--- src/rtl/sprite_drawer.sv ---
// ---------------------------------------------------------------------------
// sprite_drawer
//
// Responder side of the character move/draw handshake. A level-held drawBG or
// drawChar request (drawBG has priority) starts a job that streams a
// SPRITE_W x SPRITE_H block of pixels into the 320x240 VGA adapter. Pixels
// come from either the character ROM or the full-screen background ROM. On
// completion a one-cycle doneBG/doneChar pulse is returned. The FSM then
// waits for both requests to drop, so a held request cannot retrigger.
//
// Ports
//   clock, resetn              system clock, synchronous active-low reset
//   drawChar, drawBG           level-held job requests
//   xCoordinate, yCoordinate   sprite top-left corner (latched at job start)
//   doneChar, doneBG           one-cycle completion pulses
//   char_addr / char_data      character ROM port, data valid one cycle
//                              after the address
//   bg_addr / bg_data          background ROM port (y*320 + x), data valid
//                              one cycle after the address
//   vga_x, vga_y, vga_colour   pixel plot position and colour
//   vga_plot                   VGA write enable
//   busy                       high whenever the FSM is not idle
//
// Build option
//   SPRITE_TRANSPARENCY_EN     when defined, character pixels equal to
//                              TRANSPARENT_COLOUR are not plotted
// ---------------------------------------------------------------------------
module sprite_drawer #(
  parameter int                     SPRITE_W           = 8,
  parameter int                     SPRITE_H           = 8,
  parameter int                     COLOUR_BITS        = 9,
  parameter logic [COLOUR_BITS-1:0] TRANSPARENT_COLOUR = '0
) (
  input  logic                                    clock,
  input  logic                                    resetn,
  input  logic                                    drawChar,
  input  logic                                    drawBG,
  input  logic [8:0]                              xCoordinate,
  input  logic [7:0]                              yCoordinate,
  output logic                                    doneChar,
  output logic                                    doneBG,
  output logic [$clog2(SPRITE_W*SPRITE_H)-1:0]    char_addr,
  input  logic [COLOUR_BITS-1:0]                  char_data,
  output logic [16:0]                             bg_addr,
  input  logic [COLOUR_BITS-1:0]                  bg_data,
  output logic [8:0]                              vga_x,
  output logic [7:0]                              vga_y,
  output logic [COLOUR_BITS-1:0]                  vga_colour,
  output logic                                    vga_plot,
  output logic                                    busy
);

  localparam int CX_W     = $clog2(SPRITE_W);
  localparam int CY_W     = $clog2(SPRITE_H);
  localparam int SCREEN_W = 320;
  localparam int SCREEN_H = 240;

  localparam logic [CX_W-1:0] CX_LAST = CX_W'(SPRITE_W - 1);
  localparam logic [CY_W-1:0] CY_LAST = CY_W'(SPRITE_H - 1);

  typedef enum logic [2:0] {
    S_IDLE,
    S_LOAD,
    S_FETCH,
    S_DRAIN,
    S_DONE,
    S_RELEASE
  } state_t;

  state_t r_state;
  state_t w_next;

  // Job context, latched once per job.
  logic [8:0]      r_x0;
  logic [7:0]      r_y0;
  logic            r_job_bg;
  logic [CX_W-1:0] r_cx;
  logic [CY_W-1:0] r_cy;

  // Current pixel position, one bit wider than the screen coordinates so a
  // sprite hanging off the right/bottom edge never wraps back on screen.
  logic [9:0] w_px;
  logic [8:0] w_py;
  logic       w_on_screen;
  logic       w_last;
  logic       w_fetch;

  // Stage p0: registered together with the ROM address.
  logic       r_vld_p0;
  logic       r_in_p0;
  logic       r_bg_p0;
  logic [8:0] r_px_p0;
  logic [7:0] r_py_p0;

  // Stage p1: aligned with the ROM read data.
  logic       r_vld_p1;
  logic       r_in_p1;
  logic       r_bg_p1;
  logic [8:0] r_px_p1;
  logic [7:0] r_py_p1;

  logic                                 r_doneChar;
  logic                                 r_doneBG;
  logic [$clog2(SPRITE_W*SPRITE_H)-1:0] r_char_addr;
  logic [16:0]                          r_bg_addr;

  logic [COLOUR_BITS-1:0] w_src;
  logic                   w_key_match;
  logic                   w_key;

  function automatic logic f_on_screen(input logic [9:0] px, input logic [8:0] py);
    return (px < 10'(SCREEN_W)) && (py < 9'(SCREEN_H));
  endfunction

  // Linear background address; only used for on-screen pixels, where the
  // result always fits in 17 bits.
  function automatic logic [16:0] f_bg_addr(input logic [9:0] px, input logic [8:0] py);
    return 17'(py) * 17'(SCREEN_W) + 17'(px);
  endfunction

  // -------------------------------------------------------------------------
  // FSM state register
  // -------------------------------------------------------------------------
  always_ff @(posedge clock) begin
    if (!resetn) begin
      r_state <= S_IDLE;
    end else begin
      r_state <= w_next;
    end
  end

  always_comb begin
    w_next = r_state;
    case (r_state)
      S_IDLE: begin
        if (drawBG || drawChar) begin
          w_next = S_LOAD;
        end
      end
      S_LOAD:  w_next = S_FETCH;
      S_FETCH: begin
        if (w_last) begin
          w_next = S_DRAIN;
        end
      end
      S_DRAIN: w_next = S_DONE;
      S_DONE:  w_next = S_RELEASE;
      S_RELEASE: begin
        // Both requests must be low before another job can start.
        if (!drawBG && !drawChar) begin
          w_next = S_IDLE;
        end
      end
      default: w_next = S_IDLE;
    endcase
  end

  assign w_fetch     = (r_state == S_FETCH);
  assign w_last      = (r_cx == CX_LAST) && (r_cy == CY_LAST);
  assign w_px        = 10'(r_x0) + 10'(r_cx);
  assign w_py        = 9'(r_y0) + 9'(r_cy);
  assign w_on_screen = f_on_screen(w_px, w_py);

  // -------------------------------------------------------------------------
  // Job context and pixel walk (cx fastest)
  // -------------------------------------------------------------------------
  always_ff @(posedge clock) begin
    if (!resetn) begin
      r_x0     <= '0;
      r_y0     <= '0;
      r_job_bg <= 1'b0;
      r_cx     <= '0;
      r_cy     <= '0;
    end else begin
      if (r_state == S_LOAD) begin
        r_x0     <= xCoordinate;
        r_y0     <= yCoordinate;
        r_job_bg <= drawBG;
        r_cx     <= '0;
        r_cy     <= '0;
      end else if (w_fetch) begin
        if (r_cx == CX_LAST) begin
          r_cx <= '0;
          r_cy <= r_cy + 1'b1;
        end else begin
          r_cx <= r_cx + 1'b1;
        end
      end
    end
  end

  // -------------------------------------------------------------------------
  // Stage p0: ROM address issue
  // -------------------------------------------------------------------------
  always_ff @(posedge clock) begin
    if (!resetn) begin
      r_vld_p0    <= 1'b0;
      r_in_p0     <= 1'b0;
      r_bg_p0     <= 1'b0;
      r_px_p0     <= '0;
      r_py_p0     <= '0;
      r_char_addr <= '0;
      r_bg_addr   <= '0;
    end else begin
      r_vld_p0 <= w_fetch;
      r_in_p0  <= w_on_screen;
      r_bg_p0  <= r_job_bg;
      r_px_p0  <= w_px[8:0];
      r_py_p0  <= w_py[7:0];
      // Only the active job's ROM sees a live address; off-screen pixels and
      // non-fetch cycles park both addresses at 0.
      r_char_addr <= (w_fetch && !r_job_bg && w_on_screen) ? {r_cy, r_cx} : '0;
      r_bg_addr   <= (w_fetch &&  r_job_bg && w_on_screen) ? f_bg_addr(w_px, w_py) : '0;
    end
  end

  // -------------------------------------------------------------------------
  // Stage p1: aligned with ROM data, drives the VGA adapter
  // -------------------------------------------------------------------------
  always_ff @(posedge clock) begin
    if (!resetn) begin
      r_vld_p1 <= 1'b0;
      r_in_p1  <= 1'b0;
      r_bg_p1  <= 1'b0;
      r_px_p1  <= '0;
      r_py_p1  <= '0;
    end else begin
      r_vld_p1 <= r_vld_p0;
      r_in_p1  <= r_in_p0;
      r_bg_p1  <= r_bg_p0;
      r_px_p1  <= r_px_p0;
      r_py_p1  <= r_py_p0;
    end
  end

  // -------------------------------------------------------------------------
  // Completion pulses
  // -------------------------------------------------------------------------
  always_ff @(posedge clock) begin
    if (!resetn) begin
      r_doneChar <= 1'b0;
      r_doneBG   <= 1'b0;
    end else begin
      r_doneBG   <= (r_state == S_DONE) &&  r_job_bg;
      r_doneChar <= (r_state == S_DONE) && !r_job_bg;
    end
  end

  assign w_src       = r_bg_p1 ? bg_data : char_data;
  assign w_key_match = (char_data == TRANSPARENT_COLOUR);

`ifdef SPRITE_TRANSPARENCY_EN
  // Colour-keyed character pixels are dropped; background jobs are opaque.
  assign w_key = !r_bg_p1 && w_key_match;
`else
  // Every on-screen pixel is opaque; the key comparison has no effect.
  assign w_key = 1'b0 & w_key_match;
`endif

  assign vga_x      = r_px_p1;
  assign vga_y      = r_py_p1;
  assign vga_colour = r_vld_p1 ? w_src : '0;
  assign vga_plot   = r_vld_p1 && r_in_p1 && !w_key;
  assign char_addr  = r_char_addr;
  assign bg_addr    = r_bg_addr;
  assign doneChar   = r_doneChar;
  assign doneBG     = r_doneBG;
  assign busy       = (r_state != S_IDLE);

endmodule

--- config.mk ---
export PLATFORM = sky130hd
export DESIGN_NAME = sprite_drawer
export DESIGN_NICKNAME = d
export VERILOG_FILES = /design/src/rtl/sprite_drawer.sv
export SDC_FILE = /design/constraint.sdc
export NUM_CORES = 1
export LEC_CHECK = 0
export CAP_MARGIN = 10
export CORE_UTILIZATION = 51
export CTS_CLUSTER_DIAMETER = 200
export DETAILED_ROUTE_END_ITERATION = 7
export PLACE_DENSITY = 0.79
export SETUP_SLACK_MARGIN = 0.5
export SLEW_MARGIN = 5
export SYNTH_ARGS = -nofsm -noshare
export SYNTH_HDL_FRONTEND = slang
export SYNTH_SLANG_ARGS = --single-unit
export TNS_END_PERCENT = 50
--- constraint.sdc ---
create_clock -name clock -period 4.2 [get_ports clock]
set_input_delay 0.84 -clock clock [delete_from_list [all_inputs] [get_ports clock]]
set_output_delay 0.84 -clock clock [all_outputs]
set_load 0.005 [all_outputs]
* Word level (Yosys, flattened, before mapping)
Index checks and enable logic that the tools add are counted.
Storage, ports and cells: input port bits 39, register bits after elaboration 92, bits in writable memories 0, logic and storage cells 67, latch bits 0, memories 0, ROM bits 0, output and inout bits 53
Cells by class: div/mod/pow operators 0, reduce and logical (&&, ||, !) cells 21, order comparisons 2, add/sub/neg operators 5, muxes and demuxes 7, $mul 1, shift-type cells 0, bitwise gates (word level) 1, eq/ne operators 10
Operator list (number):
- $mux W9 | 2
- $pmux W3 S6 | 1
- $add A17 B10 Y17 | 1
- $eq A3 B3 Y1 const B | 4
- $mux W3 | 4
- $mul A9 B3 Y11 const B | 1
- $add A9 B3 Y10 | 1
- $logic_and A1 B1 Y1 | 10
- $lt A10 B9 Y1 const B | 1
- $add A8 B3 Y9 | 1
- $lt A9 B8 Y1 const B | 1
- $add A3 B1 Y3 const B | 2
- $eq A3 B2 Y1 const B | 2
- $ne A2 B2 Y1 const B | 3
- $reduce_and A2 Y1 | 3
- $eq A3 B1 Y1 const B | 1
- $logic_not A1 Y1 | 3
- $logic_not A3 Y1 | 1
- $reduce_and A3 Y1 | 1
- $reduce_bool A3 Y1 | 1
- $reduce_or A2 Y1 | 1
- $logic_or A1 B1 Y1 | 1
- $not A1 Y1 | 1

* Depth between registers and ports, before layout
Gate-level depths: netlist of the first run.
depth in word-level cells 5, gate-level depth with buffers 15, mapped depth without buffers 15

* Least setup slack after synthesis of the first run
OpenSTA, ideal clock, no wires.
path kind register -> register, start point register r_cy[0], end point register r_bg_addr[16], in the netlist bg_addr[16], path slack 0.462 ns, data required time 4.085 ns, data arrival time 3.624 ns, library setup time 0.115 ns, cell stages (with the launch flop) 15, clock period less this slack 3.738 ns, buffers on the path 0, path through dfxtp_1 -> ha_1 -> fa_1 -> a21o_1 -> nand2_1 -> xnor2_1 -> inv_1 -> ha_1 -> fa_1 -> xnor2_2 -> a2111oi_0 -> o221ai_1 -> or4_1 -> xnor2_1 -> nor2_1
On the way: longest elaborated chain between the ends 5, elaborated cells on any way between the ends 7, those cells by class add/sub (2); mul (1); order compare (1); reduce/logical (3)
Ends and longest elaborated chain:
- start: declaration | line 78 | logic [CY_W-1:0] r_cy;
- start signal: assignment | line 184 | r_cy <= r_cy + 1'b1;
- $add A8 B3 Y9 * | line 161 | assign w_py = 9'(r_y0) + 9'(r_cy);
- named net w_py[4] | line 83 | logic [8:0] w_py;
- parallel branches: the longest is 4 deep, another holds $add A17 B10 Y17
- end signal: assignment | line 213 | r_bg_addr <= (w_fetch && r_job_bg && w_on_screen) ? f_bg_addr(w_px, w_py) : '0;
- end: declaration | line 105 | logic [16:0] r_bg_addr;
Mark *: on every way through the listed nets, which the timed path passes. A chain may end at the register's enable or synchronous reset.

* Final worst setup path of the first run
start point register r_y0[1], end point register r_bg_addr[15], in the netlist bg_addr[15]
On the way: longest elaborated chain between the ends 5, elaborated cells on any way between the ends 7, those cells by class add/sub (2); mul (1); order compare (1); reduce/logical (3)
Ends and longest elaborated chain:
- start: declaration | line 75 | logic [7:0] r_y0;
- start signal: assignment | line 177 | r_y0 <= yCoordinate;
- $add A8 B3 Y9 * | line 161
- named net w_py[3] | line 83
- parallel branches: the longest is 4 deep, another holds $add A17 B10 Y17
Marks and branches as above.

==> flow_summary.toml, run 1 <==
[power_and_ir_drop]
clkPwrFrac = 0.349
power.leakage_nw = 2.193
finalPower_mw = 2.019
internal-power_mw = 1.492
comb_power_share = 0.177
pwr_density_cell_mw_per_mm2 = 350.1
ir_drop_mv = 0.1852
power.share.switching = 0.2609
switching_power_uw = 526.7
pwr-share-seq = 0.474

[floorplanning]
die_w_um = 93.56
rows = 33
die_h_um = 93.56
start_util = 0.5230
pin_count = 92
die_area_mm2 = 0.008753
core_area_mm2 = 0.008175

[logic_synthesis]
synth_adder_area_share = 0.09131
yosys.area.top_type = "dfxtp_1"
syn_inst = 452
synthFlopType = "dfxtp_1"
synthMuxAreaShare = 0.02809
ys_seq_area_frac = 0.4308
synth-xor-area-share = 0.05707
synth_area_leaders = "dfxtp_1 (43%), ha_1 (7.0%), and2_1 (5.9%)"
async_reset_ff_frac = 0
synth_top_family_by_area = "simple AND/OR/NAND/NOR gates"
synth_compound_gate_area_share = 0.1045
ys_top_cells_by_count = "dfxtp_1 (92), nand2_1 (54), and2_1 (40)"
avgSynthCellArea_um2 = 9.459
yosys_warnings = 0
synth.most_common_cell = "dfxtp_1"
synth_edf_count = 0
synth_top_area_share = 0.4308
synth.net_count = 519
yosys.area_share.simple = 0.2470
syn_area_mm2 = 0.004275
ys_ff_latch = 92
synth_cell_type_count = 54

[layout]
area_growth_syn_to_layout_pct = 34.86
drive_gt1_frac = 0.1377
insertedDiodeCount = 0
fin_nets = 614
fillers = 644
final_cells = 657
utilization = 0.7052

[clock_network]
clkLatencyLatePin_ns = 0.36
path_clk_slew_ns = 0.09
clockRootBuffer = "clkbuf_8"
hold_buffers = 0
h-tree-depth = 3
cts_tree = "yes"
cts_made_buffers = 9
cts_buffer_depth = 2
cts_num_sinks = 92

[worst_setup_path]
reg2reg_from = "r_y0[1]"
rr_endpoint = "bg_addr[15]"
worstSetupEndpointType = "register"
start_kind = "register"
crit_required_ns = 4.49
r2r_cells = 16
worstSetupPathType = "reg2reg"
cp.arrival_ns = 3.93
r2r_setup_slack_ns = 0.57
cp_max_fo = 4

[global_routing]
grt_max_degree = 64
gr-total-overflow = 0
grt_pass1_vias = 3037
grt_pass1_wl_um = 13770
gr-usage-all-layers = 0.2007
antenna_found_initial = 0

[worst_hold_path]
hp-class = "reg2reg"
holdPathStages = 1
min-delay-start = "r_bg_p0"
hold_end = "r_bg_p1"

[sta]
finalSetupViolCount = 0
rsz0062_at_grt = "false"
min_period_over_period = 0.8653
relSlewSlack = 0.5223
fin_tns_setup_ns = 0
period_minus_slack_ns = 3.634
clock_skew_ns = 0.01073
report.final.slew_viol_count = 0
max_freq_ghz = 0.2752
hold_violations = 0
worstMarginPinSlew_ns = 0.7143

[outcome]
outcome = "complete, no violations"

[drt]
viasPerCell = 5.024
via_count = 3301
drc = 0
antenna_left = 0
first_pass_iters = 4
routed_wl_um = 8646
drt-initial-drc-count = 130
wl_per_cell_um = 13.16

[placed_design]
gp_congestion = 0.8369
io_buffers = 91
hpwl_um = 6148
dp_cells = 632

[flow_run]
maxCapViolCount = 0
[cell type report]
| class | instances | area, um^2 | area share |
|---|---|---|---|
| multi-input cells | 322 | 2471 | 0.4286 |
| flip-flops and latches | 92 | 1852 | 0.3212 |
| repair buffers | 103 | 1001 | 0.1736 |
| well taps | 105 | 131.4 | 0.02279 |
| clock buffers | 10 | 127.6 | 0.02214 |
| clock inverters | 6 | 111.4 | 0.01931 |
| inverters | 19 | 71.32 | 0.01237 |
[cell usage in the layout, fill, tap and decap left out, types with 7 or more instances in the layout]
master / instances
nand3_1: 9
nor2_2: 9
clkbuf_8: 9
mux2i_1: 12
a21o_1: 8
nor2b_1: 24
a21oi_1: 10
and2_1: 39
dfxtp_1: 88
nand2_1: 53
buf_4: 12
xnor2_1: 9
xor2_1: 13
clkdlybuf4s50_1: 91
inv_1: 18
nor3_1: 7
a21boi_0: 18
ha_1: 18
nor2_1: 19
[routing by layer]
metal / vias to the layer above / GRT usage / part of all wire
met5: - / 0 / 0
met4: 0 / 0.07051 / 0.013
met1: 1496 / 0.2674 / 0.49
met2: 100 / 0.3217 / 0.45
met3: 11 / 0.04146 / 0.050
li1: 1694 / - / -
[logic make-up (layout without fill, tap and decap cells)]
| group | after synthesis | after routing |
|---|---|---|
| AND/OR/NAND/NOR | 191 | 191 |
| flip-flops | 92 | 92 |
| AO/OA/AOI/OAI | 62 | 62 |
| buffers and inverters | 38 | 138 |
| adder cells (fa/ha/maj) | 29 | 29 |
| XOR/XNOR | 27 | 27 |
| multiplexers | 12 | 12 |
| other | 1 | 1 |
[state kept, by name, indices dropped and copies added (netlist names), 6 cells and up]
name / flops
r_x0: 9
r_px_p0: 9
vga_y: 8
r_y0: 8
char_addr: 6
r_py_p0: 8
bg_addr: 17
vga_x: 9
[metrics by stage]
step | hold WS, ns | setup WS (ns) | area, um^2
after detailed placement | 0.4177 | 0.1575 | 5254
after CTS | 0.4379 | 0.5124 | 5560
after global placement | 0.4133 | 0.3214 | 5254
after global routing | 0.4547 | 0.4543 | 5766
final | 0.4362 | 0.5659 | 5766
after floorplan | 0.4119 | 0.5017 | 4290
[worst max-delay path, cell delays in order, from the launching register on]
cell and delay [ns]:
dfxtp_4 0.37, ha_4 0.23, a21o_1 0.18, a21o_1 0.20, and2_4 0.19, nor2_4 0.12
ha_4 0.22, ha_4 0.17, fa_2 0.46, xnor2_4 0.20, a2111oi_4 0.30, o221ai_2 0.16
buf_4 0.15, buf_4 0.13, nor3b_2 0.19, xnor2_1 0.14, nor2b_1 0.14
[power by group through the flow]
stage / registers [mW] / clock network (mW) / logic (mW)
2_1_floorplan: 0.954 / 0 / 0.231
3_3_place_gp: 0.973 / 0 / 0.309
3_5_place_dp: 0.975 / 0 / 0.315
4_1_cts: 0.955 / 0.717 / 0.325
5_1_grt: 0.964 / 0.748 / 0.393
6_report: 0.957 / 0.705 / 0.357
[what timing repair did]
| action | in CTS | in global routing |
|---|---|---|
| resized for setup | 11 | 26 |
| setup buffers | 3 | 6 |
| endpoints found under the setup margin | 3 | 3 |
| pin swaps | 5 | 13 |
[how the worst max path moves through the flow]
stage,depth (start not counted),to,start
after CTS,14,bg_addr[16],r_cy[0]
final,16,bg_addr[15],r_y0[1]
after floorplan,14,bg_addr[16],r_cy[1]
after global placement,14,bg_addr[16],r_cy[1]
after detailed placement,14,bg_addr[16],r_cy[1]
after global routing,16,bg_addr[15],r_y0[1]
(Power assumes the default switching activity.)
==> run 2: changes to the inputs <==
CAP_MARGIN = 15   (was 10)
==> results of run 2 <==
Final layout, timing and power as in run 1 (identical DEF).
==> run 3: changes to the inputs <==
CORE_ASPECT_RATIO = 1.25   (was not set)
==> flow_summary.toml, run 3 (synthesis gave the netlist of run 1 again) <==
[outcome]
outcome = "finished, violations left"
failed_checks = "DRC"

[global_routing]
gr-usage-all-layers = 0.1964
grt_pass1_wl_um = 13740
gr-total-overflow = 0
grt_pass1_vias = 3051
grt_max_degree = 63
antenna_found_initial = 0

[drt]
viasPerCell = 5.080
antenna_left = 0
via_count = 3307
wl_per_cell_um = 13.88
first_pass_iters = 6
drc = 10
drt-initial-drc-count = 178
routed_wl_um = 9034

[floorplanning]
die_h_um = 104.4
start_util = 0.5218
die_w_um = 83.89
pin_count = 92
rows = 37
die_area_mm2 = 0.008755
core_area_mm2 = 0.008194

[power_and_ir_drop]
ir_drop_mv = 0.2333
power.leakage_nw = 2.159
finalPower_mw = 1.869
pwr_density_cell_mw_per_mm2 = 325.6

[layout]
largest_register_ffs = 17
seq_area_mm2 = 0.001853
final_common_cell = "clkdlybuf4s50_1"
insertedDiodeCount = 0
multi_input_area_mm2 = 0.002504
fillers = 626
utilization = 0.7004
layout_common_cells = "clkdlybuf4s50_1 (91), dfxtp_1 (87), nand2_1 (52)"
drive_gt1_frac = 0.1462
fin_nets = 616
final_cells = 651
area_growth_syn_to_layout_pct = 34.24

[clock_network]
cts_made_buffers = 9
clockRootBuffer = "clkbuf_8"
clkLatencyLatePin_ns = 0.38
path_clk_slew_ns = 0.10
h-tree-depth = 3
cts_buffer_depth = 2
cts_num_sinks = 92
cts_tree = "yes"

[worst_setup_path]
critical-path-top-delay-family = "adder cells"
start_kind = "register"
worstSetupPathType = "reg2reg"
crit_path_top_delay_cell = "fa_2"
worstSetupEndpointType = "register"
worstPathCellList = "ha_4, a21o_1, a21o_1, and2_4, nor2_4, ha_4, ha_4, fa_2, nand2_2, a2111oi_4, o221ai_2, or4_1, xnor2_1, nor2_1"
crit_required_ns = 4.45
max_stage_delay_ns = 0.60
cp_max_fo = 5
cpMostUsedCell = "ha_4"
cp.arrival_ns = 3.92
cp.buffers_inverters = 0

[sta]
finalSetupViolCount = 0
report.final.slew_viol_count = 0
max_freq_ghz = 0.2722
clock_skew_ns = 0.01857
relSlewSlack = 0.5051
period_minus_slack_ns = 3.674
fin_tns_setup_ns = 0
rsz0062_at_grt = "true"
min_period_over_period = 0.8747
hold_violations = 0
worstMarginPinSlew_ns = 0.7402

[placed_design]
hpwl_um = 6103
dp_cells = 624
gp_congestion = 0.8469
io_buffers = 91

[flow_run]
maxCapViolCount = 0

[worst_hold_path]
hp-class = "reg2reg"
run 3: layout make-up:
cell class / instances / area share
multi-input combinational: 322 / 0.4362
sequential: 92 / 0.3229
timing repair buffer: 105 / 0.1770
clock buffer: 10 / 0.02224
tap: 97 / 0.02115
inverter: 19 / 0.01243
clock inverter: 6 / 0.008066
run 3: worst reg2reg max path: stages, from the launching register on:
cell	delay (ns)
dfxtp_2	0.41
ha_4	0.22
a21o_1	0.17
a21o_1	0.20
and2_4	0.19
nor2_4	0.11
ha_4	0.22
ha_4	0.18
fa_2	0.61
nand2_2	0.08
a2111oi_4	0.30
o221ai_2	0.17
or4_1	0.50
xnor2_1	0.16
nor2_1	0.05
run 3: power by group:
| group | switching [mW] | leakage [nW] | internal, mW | total (mW) |
|---|---|---|---|---|
| logic | 0.181 | 1.33 | 0.186 | 0.367 |
| clock network | 0.323 | 0.0837 | 0.220 | 0.543 |
| registers | 0.0440 | 0.749 | 0.914 | 0.958 |
run 3: final timing paths:
| kind | start | end | slack [ns] | cells after the start |
|---|---|---|---|---|
| max | r_cy[1] | bg_addr[16] | 0.53 | 14 |
| min | r_px_p0[2] | vga_x[2] | 0.43 | 1 |
| max reg2reg | r_cy[1] | bg_addr[16] | 0.53 | 14 |
| min reg2reg | r_px_p0[2] | vga_x[2] | 0.43 | 1 |
run 3: metal layers:
metal / global-route usage / routed length (um) / up-vias
li1: - / - / 1692
met1: 0.2426 / 3882 / 1514
met2: 0.3349 / 4618 / 87
met3: 0.03810 / 370 / 14
met4: 0.07759 / 163 / 0
met5: 0 / 0 / -
run 3: per-stage QoR:
stage | cell area [um^2] | setup slack [ns] | hold slack [ns]
after floorplan | 4290 | 0.5017 | 0.4119
after global placement | 5244 | 0.3085 | 0.4154
after detailed placement | 5244 | 0.1708 | 0.4169
after CTS | 5490 | 0.5378 | 0.4344
after global routing | 5739 | 0.3866 | 0.4510
final | 5739 | 0.5261 | 0.4302
run 3: repair_timing:
item | 4_1_cts | 5_1_grt
setup endpoints to repair | 3 | 3
gates resized for setup | 12 | 30
hold endpoints to repair | 0 | 0
hold buffers | 0 | 0
pin swaps | 5 | 16
setup buffers | 2 | 9
